==> src/rtl/acc_feed_pkg.sv <==
// Shared types and constants for the accumulator command feeder.
package acc_feed_pkg;

  localparam int unsigned CMD_DATA_W = 16;
  localparam int unsigned OP_W       = 2;
  localparam int unsigned RPT_W      = 3;

  // Accumulator operation encoding
  localparam logic [OP_W-1:0] OP_ADD = 2'd0;
  localparam logic [OP_W-1:0] OP_SUB = 2'd1;
  localparam logic [OP_W-1:0] OP_AND = 2'd2;
  localparam logic [OP_W-1:0] OP_OR  = 2'd3;

  // The accumulator updates every cycle, so "no operation" is OR with zero
  localparam logic [OP_W-1:0]       NOP_SEL  = OP_OR;
  localparam logic [CMD_DATA_W-1:0] NOP_DATA = '0;

  typedef struct packed {
    logic [OP_W-1:0]       op;
    logic [CMD_DATA_W-1:0] data;
    logic [RPT_W-1:0]      rpt;
  } acc_cmd_t;

  typedef enum logic {
    ST_IDLE  = 1'b0,
    ST_ISSUE = 1'b1
  } feed_state_e;

endpackage

==> src/rtl/acc_cmd_fifo.sv <==
// Command FIFO for the feeder: power-of-two depth, registered count,
// combinational head read. Full-FIFO pushes and empty-FIFO pops are ignored.
module acc_cmd_fifo
  import acc_feed_pkg::*;
#(
  parameter int unsigned DEPTH = 4,
  parameter type cmd_t = acc_cmd_t,
  localparam int unsigned PTR_W = $clog2(DEPTH),
  localparam int unsigned CNT_W = PTR_W + 1
) (
  input  logic             clock,
  input  logic             reset,
  input  logic             push_i,
  input  cmd_t             push_data_i,
  input  logic             pop_i,
  output cmd_t             head_c_o,
  output logic [CNT_W-1:0] count_o
);

  cmd_t             mem_q [DEPTH];
  logic [PTR_W-1:0] wr_ptr_q, wr_ptr_d;
  logic [PTR_W-1:0] rd_ptr_q, rd_ptr_d;
  logic [CNT_W-1:0] count_q, count_d;
  logic             do_push, do_pop;

  // Qualify requests and compute next pointers/count; pointers wrap naturally
  always_comb begin
    do_push  = push_i && (count_q != CNT_W'(DEPTH));
    do_pop   = pop_i && (count_q != '0);
    wr_ptr_d = wr_ptr_q + PTR_W'(do_push);
    rd_ptr_d = rd_ptr_q + PTR_W'(do_pop);
    count_d  = count_q;
    unique case ({do_push, do_pop})
      2'b10:   count_d = count_q + CNT_W'(1);
      2'b01:   count_d = count_q - CNT_W'(1);
      default: count_d = count_q;
    endcase
  end

  // Pointer and count registers
  always_ff @(posedge clock) begin
    if (!reset) begin
      wr_ptr_q <= '0;
      rd_ptr_q <= '0;
      count_q  <= '0;
    end else begin
      wr_ptr_q <= wr_ptr_d;
      rd_ptr_q <= rd_ptr_d;
      count_q  <= count_d;
    end
  end

  // Storage; contents are only meaningful while counted, so no reset
  always_ff @(posedge clock) begin
    if (do_push) begin
      mem_q[wr_ptr_q] <= push_data_i;
    end
  end

  assign head_c_o = mem_q[rd_ptr_q];
  assign count_o  = count_q;

endmodule

==> src/rtl/acc_cmd_feeder.sv <==
// Accumulator command feeder: queues {op, data, rpt} commands and issues each
// rpt+1 times to the accumulator stage, driving NOP (OR 0) when idle.
// Optional feature: define ACC_FEED_STALL_EN to add a stall input that holds
// the issue sequence and drives NOP on stalled cycles.
module acc_cmd_feeder
  import acc_feed_pkg::*;
#(
  parameter int unsigned DATA_W = 16,
  parameter int unsigned DEPTH  = 4
) (
  input  logic              clock,
  input  logic              reset,
`ifdef ACC_FEED_STALL_EN
  input  logic              stall,
`endif
  input  logic              cmd_valid,
  output logic              cmd_ready,
  input  logic [1:0]        cmd_op,
  input  logic [DATA_W-1:0] cmd_data,
  input  logic [2:0]        cmd_rpt,
  output logic [1:0]        acc_sel,
  output logic [DATA_W-1:0] acc_in,
  output logic              busy
);

  localparam int unsigned PTR_W = $clog2(DEPTH);
  localparam int unsigned CNT_W = PTR_W + 1;

  feed_state_e           state_q, state_d;
  logic [RPT_W-1:0]      rem_q, rem_d;
  logic [OP_W-1:0]       cur_op_q, cur_op_d;
  logic [CMD_DATA_W-1:0] cur_data_q, cur_data_d;
  logic [OP_W-1:0]       sel_q, sel_d;
  logic [DATA_W-1:0]     in_q, in_d;

  acc_cmd_t              push_cmd;
  acc_cmd_t              head;
  logic [CNT_W-1:0]      fifo_count;
  logic                  push;
  logic                  pop;
  logic                  stall_w;

`ifdef ACC_FEED_STALL_EN
  assign stall_w = stall;
`else
  assign stall_w = 1'b0;
`endif

  // Accept when the registered count has room and reset is released
  assign cmd_ready = reset && (fifo_count < CNT_W'(DEPTH));
  assign push      = cmd_valid && cmd_ready;
  assign push_cmd  = '{op: cmd_op, data: CMD_DATA_W'(cmd_data), rpt: cmd_rpt};
  assign busy      = (fifo_count != '0) || (rem_q != '0);

  acc_cmd_fifo #(
    .DEPTH (DEPTH),
    .cmd_t (acc_cmd_t)
  ) u_fifo (
    .clock       (clock),
    .reset       (reset),
    .push_i      (push),
    .push_data_i (push_cmd),
    .pop_i       (pop),
    .head_c_o    (head),
    .count_o     (fifo_count)
  );

  // One issue slot per unstalled edge: repeat current, else pop head, else NOP
  always_comb begin
    state_d    = state_q;
    rem_d      = rem_q;
    cur_op_d   = cur_op_q;
    cur_data_d = cur_data_q;
    sel_d      = NOP_SEL;
    in_d       = DATA_W'(NOP_DATA);
    pop        = 1'b0;
    if (!stall_w) begin
      unique case (state_q)
        ST_ISSUE: begin
          if (rem_q != '0) begin
            sel_d = cur_op_q;
            in_d  = DATA_W'(cur_data_q);
            rem_d = rem_q - RPT_W'(1);
          end else if (fifo_count != '0) begin
            pop        = 1'b1;
            cur_op_d   = head.op;
            cur_data_d = head.data;
            sel_d      = head.op;
            in_d       = DATA_W'(head.data);
            rem_d      = head.rpt;
          end else begin
            state_d = ST_IDLE;
          end
        end
        default: begin
          if (fifo_count != '0) begin
            pop        = 1'b1;
            cur_op_d   = head.op;
            cur_data_d = head.data;
            sel_d      = head.op;
            in_d       = DATA_W'(head.data);
            rem_d      = head.rpt;
            state_d    = ST_ISSUE;
          end
        end
      endcase
    end
  end

  // State and registered accumulator outputs
  always_ff @(posedge clock) begin
    if (!reset) begin
      state_q    <= ST_IDLE;
      rem_q      <= '0;
      cur_op_q   <= NOP_SEL;
      cur_data_q <= NOP_DATA;
      sel_q      <= NOP_SEL;
      in_q       <= DATA_W'(NOP_DATA);
    end else begin
      state_q    <= state_d;
      rem_q      <= rem_d;
      cur_op_q   <= cur_op_d;
      cur_data_q <= cur_data_d;
      sel_q      <= sel_d;
      in_q       <= in_d;
    end
  end

  assign acc_sel = sel_q;
  assign acc_in  = in_q;

endmodule

==> config.mk <==
export PLATFORM = sky130hd
export DESIGN_NAME = acc_cmd_feeder
export DESIGN_NICKNAME = d
export VERILOG_FILES = /design/src/rtl/acc_feed_pkg.sv /design/src/rtl/acc_cmd_fifo.sv /design/src/rtl/acc_cmd_feeder.sv
export SDC_FILE = /design/constraint.sdc
export NUM_CORES = 1
export LEC_CHECK = 0
export CAP_MARGIN = 20
export CORE_UTILIZATION = 55
export CTS_CLUSTER_DIAMETER = 120
export CTS_CLUSTER_SIZE = 30
export DETAILED_ROUTE_END_ITERATION = 8
export GPL_ROUTABILITY_DRIVEN = 0
export GPL_TIMING_DRIVEN = 0
export PLACE_DENSITY_LB_ADDON = 0.08
export SLEW_MARGIN = 30
export SYNTH_ARGS = -nofsm -noshare
export SYNTH_HDL_FRONTEND = slang
export SYNTH_HIERARCHICAL = 1
export SYNTH_SLANG_ARGS = --single-unit
==> constraint.sdc <==
create_clock -name clock -period 3.6 [get_ports clock]
set_input_delay 0.72 -clock clock [delete_from_list [all_inputs] [get_ports clock]]
set_output_delay 0.72 -clock clock [all_outputs]
set_load 0.03 [all_outputs]
==> Word level (Yosys, flattened, before mapping) <==
Memories as Yosys holds them, arrays and structs flattened. A register that Yosys moved wholly into a read port is not among the register bits.
Cells that the tools add are included.
W data, S select, Z words.
{ "classes": {"bitwise_logic": 0, "mux": 24, "div_mod_pow": 0, "addsub": 5, "eq_ne": 4, "order_cmp": 1, "n_reduce_logical": 8, "mul": 0, "n_shift": 0} }
{ "op_table": {"columns": ["operator", "n"], "rows": [
  ["$mux W16", 6],
  ["$mux W2", 7],
  ["$mux W3", 3],
  ["$mux W1", 7],
  ["$pmux W3 S2", 1],
  ["$reduce_bool A3 Y1", 2],
  ["$sub A3 B1 Y3 const B", 2],
  ["$add A2 B1 Y2", 2],
  ["$logic_and A1 B1 Y1", 4],
  ["$add A3 B1 Y3 const B", 1],
  ["$lt A3 B3 Y1 const B", 1],
  ["$ne A3 B3 Y1 const B", 1],
  ["$eq A2 B1 Y1 const B", 1],
  ["$eq A2 B2 Y1 const B", 1],
  ["$ne A2 B2 Y1 const B", 1],
  ["$reduce_bool A2 Y1", 1],
  ["$logic_or A1 B1 Y1", 1]
]} }
{ "totals": {"inputBits": 24, "mem_bits_rw": 84, "latch_bits": 0, "mem_bits_ro": 0, "word_cells": 52, "mem_count": 1, "regBits": 47, "out_inout_bits": 20} }
{ "memory_table": {"columns": ["name", "depth", "width", "rd", "rd_ports_with_merged_regs", "write_ports", "line_no", "text"], "rows": [
  ["u_fifo.mem_q", 4, 21, 1, 1, 1, "acc_cmd_fifo.sv:20", "cmd_t mem_q [DEPTH];"]
]} }

==> Longest topological paths before layout <==
{ "logic_depth": {"word_depth": 7, "depth_mapped": 14, "ltp_nobuf": 12} }

==> Hierarchy <==
Netlist, hierarchy kept.
{ "modules_own_cells": {"columns": ["mod", "n_inst", "area_each_um2", "seq_area_each_um2", "cells_each"], "rows": [
  ["acc_cmd_fifo", 1, 3405.8, 2662.6, 147],
  ["acc_cmd_feeder", 1, 1657.8, 800.8, 169]
]} }

==> Worst setup path after synthesis <==
Ideal clock, no wire load.
{ "synth_path": {"kind": "input-to-reg", "startpoint": "input reset", "endpoint": "memory u_fifo/mem_q[1][0] (netlist name), enable pin", "stages": 4, "path_buffers": 0, "required_time_ps": 3170, "setup_slack_ps": -18, "setup_ps": 430, "arrival_ps": 3188, "path_cell_list": "nor2b_1 -> and2_1 -> o31ai_4 -> nor3b_1"} }
{ "synth_via": {"elab_chain_len": 5} }
{ "synth_lines": {"columns": ["element", "line_no", "text"], "rows": [
  ["from (decl)", "acc_cmd_feeder.sv:12", "input logic reset,"],
  ["$logic_and A1 B1 Y1", "acc_cmd_feeder.sv:50", "assign cmd_ready = reset && (fifo_count < CNT_W'(DEPTH));"],
  ["$logic_and A1 B1 Y1", "acc_cmd_feeder.sv:51", "assign push = cmd_valid && cmd_ready;"],
  ["net push", "acc_cmd_feeder.sv:39", "logic push;"],
  ["$logic_and A1 B1 Y1", "acc_cmd_fifo.sv:28", "do_push = push_i && (count_q != CNT_W'(DEPTH));"],
  ["$mux W1", "acc_cmd_fifo.sv:55", "if (do_push) begin"],
  ["$mux W1 (not written as such)", "acc_cmd_fifo.sv:56", "mem_q[wr_ptr_q] <= push_data_i;"],
  ["to (decl)", "acc_cmd_fifo.sv:20", null]
]} }
The timed path passes the listed nets, and every way through them passes these cells.

==> Final worst setup path <==
{ "layout_path": {"startpoint": "input reset", "endpoint": "output cmd_ready"} }
{ "layout_via": {"elab_chain_len": 1} }
{ "layout_lines": {"columns": ["element", "line_no", "text"], "rows": [
  ["$logic_and A1 B1 Y1", "acc_cmd_feeder.sv:50", null],
  ["to (decl)", "acc_cmd_feeder.sv:17", "output logic cmd_ready,"]
]} }
Every way passes these cells.

==> flow_summary.toml <==
[finish]
layout_commonest_cell = "edfxtp_1"
n_fill_cell = 558
finalNetCount = 416
final_cell_mix = "84 x edfxtp_1, 48 x nand2_1, 47 x dfxtp_1"
drive_gt1_share_pct = 25.6
num_antenna_cells = 0
postLayoutCellArea_um2 = 6340
syn_to_final_growth_pct = 25.2

[sta]
rsz0062_at_grt = "false"
tightestPinTransition_ns = 0.524
fmax_ghz = 0.322
final-setup-viol-count = 0
finalHoldViolations = 0
slew_violations = 0
finalCriticalPeriod_ns = 3.11
fin_crit_sh_pct = 86.3
max_slew_margin_pct = 65.1
worst_slack_ns = 0.494
finalClockSkew_ns = 0.00735

[synthesis]
yosys_warnings = 6
synthCells = 316
ys_types = 40
ys_top_cells_by_area = "edfxtp_1 50%, dfxtp_1 19%, mux4_2 8.9%"
synth_area_um2 = 5060
yosysTopAreaCellShare_pct = 49.8
avgSynthCellArea_um2 = 16.0
synth_fp_nets = 346
synth_largest_area_cell = "edfxtp_1"
synth-seq-cells = 131
yosysSeqAreaShare_pct = 68.4

[clocking]
cts_made_buffers = 17
cts_root_buffer = "clkbuf_8"
cts_setup_buffers = 0
cts_tree = "built"
clockBufferDepth = 2
htree_levels = 4
clkTransAtPathRegs_ns = 0.06
ctsHoldBuffers = 0
clock_sinks = 131
worst_skew_pair.late_latency_ns = 0.51
cts_resized = 0

[setup_path]
cp_top_family = "buffers and inverters"
cp_cell_sequence = "clkdlybuf4s50_1 > nor2b_1 > clkdlybuf4s50_1"
crit_path_frequent_cell = "clkdlybuf4s50_1"
slowest_stage = "clkdlybuf4s50_1"
critPathArrivalTime_ns = 2.39
max_stage_delay_ns = 0.73
critPathCaptureType = "output pin"
worstSetupStartpointType = "input port"
crit_type = "input port to output pin"
required_ns = 2.88
path_depth = 3
reg2reg_depth = 14
cp_max_fo = 13
crit_buf_inv = 2

[global_route]
grt_use_met3_pct = 5.37
grt_pass1_vias = 2779
grtUsageTotal_pct = 20.6
grt_overflow = 0
antenna_found_initial = 0
gr-usage-met1_pct = 26.9
grt_start_max_net_pins = 17
top_usage_layer = "met2"
grt_pass1_wl_mm = 14.4
grt_util_met2_pct = 33.3

[place]
portBuffers = 43
dpl_worst_slack_ns = 0.259
dpl_cell_area_um2 = 5760
place_hpwl_mm = 5.83

[drt]
initialDrtViolationCount = 91
wl_per_cell_um = 17.3
vias_per_cell = 5.39
drtPass1Iterations = 6
vias = 2725
wirelength_mm = 8.74
antenna_left = 0
drc = 1

[power_and_ir_drop]
ir_drop_mv = 0.466
powerDensity_nw_per_um2 = 797
leakagePower_uw = 0.00219

[run]
cap_violations = 0

[outcome]
outcome = "complete, but fails checks"
failed_checks = "DRC"

[die]
core_um2 = 8810
chipWidth_um = 98.0
die_h_um = 98.0
die_area_um2 = 9590
rows = 34
start_util_pct = 57.5
ios = 44

[min_path]
hp-class = "flop to flop"
min_path_cells = 2
-- flip-flops by register name, summed over array words and instances, names as in the netlist --
name,flops
cur_op_q,2
state_q,1
u_fifo/wr_ptr_q,2
u_fifo/rd_ptr_q,2
u_fifo/count_o,3
acc_sel,2
u_fifo/mem_q,84
cur_data_q,16
acc_in,16
rem_q,3
-- worst min-delay path, stage by stage, from the launching register on --
cell and delay [ns]:
dfxtp_1 0.31, nand2_1 0.07, a21boi_2 0.05
-- kinds of logic after synthesis --
| kind of cell | count (synthesis) | synth area share, % |
|---|---|---|
| AND/OR/NAND/NOR | 82 | 8.33 |
| AO/OA/AOI/OAI | 48 | 8.25 |
| buffers and inverters | 22 | 2.89 |
| flip-flops | 131 | 68.4 |
| XOR/XNOR | 4 | 0.692 |
| multiplexers | 23 | 9.81 |
| adder cells (fa/ha/maj) | 6 | 1.63 |
-- synth_stat cells (all sizes together) --
master	n
o21ai	7
mux2i	2
nand2	55
nor3	3
ha	5
xnor2	1
buf	9
or2	1
clkbuf	4
and3	1
nor2	8
mux4	21
a21o	1
dfxtp	47
nand2b	1
a211o	1
xor2	3
inv	9
o31a	1
or3	2
o31ai	1
nor2b	1
o22ai	1
a21boi	34
and2	8
nor3b	2
edfxtp	84
a31oi	1
fa	1
a21oi	1
-- routing by layer --
metal	share of wire, %	vias to the layer above
li1	-	1303
met1	46	1340
met2	49	69
met3	3.7	13
met4	1.4	0
met5	0	-
-- worst paths after layout --
kind | slack (ns) | to | start
worst min-delay path | 0.46 | acc_in[9]$_SDFF_PN0_ | cur_data_q[9]$_SDFFE_PN0P_
worst max-delay path | 0.49 | cmd_ready | reset
worst min register to register | 0.46 | acc_in[9]$_SDFF_PN0_ | cur_data_q[9]$_SDFFE_PN0P_
worst max register to register | 0.77 | u_fifo/count_o[2]$_SDFFE_PN0P_ | rem_q[0]$_SDFF_PN0_
-- report_power, final --
part,internal [uW],switching [uW]
Combinational,643,793
Sequential,1820,118
Clock,1010,670
Total,3470,1580
-- per-stage QoR --
stage / setup TNS (ns) / hold slack (ns) / std cells / total power, uW / utilization (%)
CTS: 0 / 0.465 / 506 / 5110 / 72.0
global placement: -47.10 / 0.450 / 467 / 3370 / 64.0
detailed placement: 0 / 0.456 / 475 / 3410 / 65.4
global route: 0 / 0.480 / 506 / 5310 / 72.0
finish: 0 / 0.463 / 506 / 5050 / 72.0
floorplan: 0 / 0.444 / 316 / 3010 / -
-- cell type report --
type                    count  area, um2  share of cell area [%]
well taps                 108        135                    2.13
plain buffers              13        105                    1.66
clock buffers              17        414                    6.53
repair buffers             51        526                    8.29
multi-input cells         163       1490                    23.5
inverters                   9       41.3                   0.651
flip-flops and latches    131       3460                    54.6
clock inverters            14        168                    2.64
No activity file was read; power rests on OpenSTA's default activity.
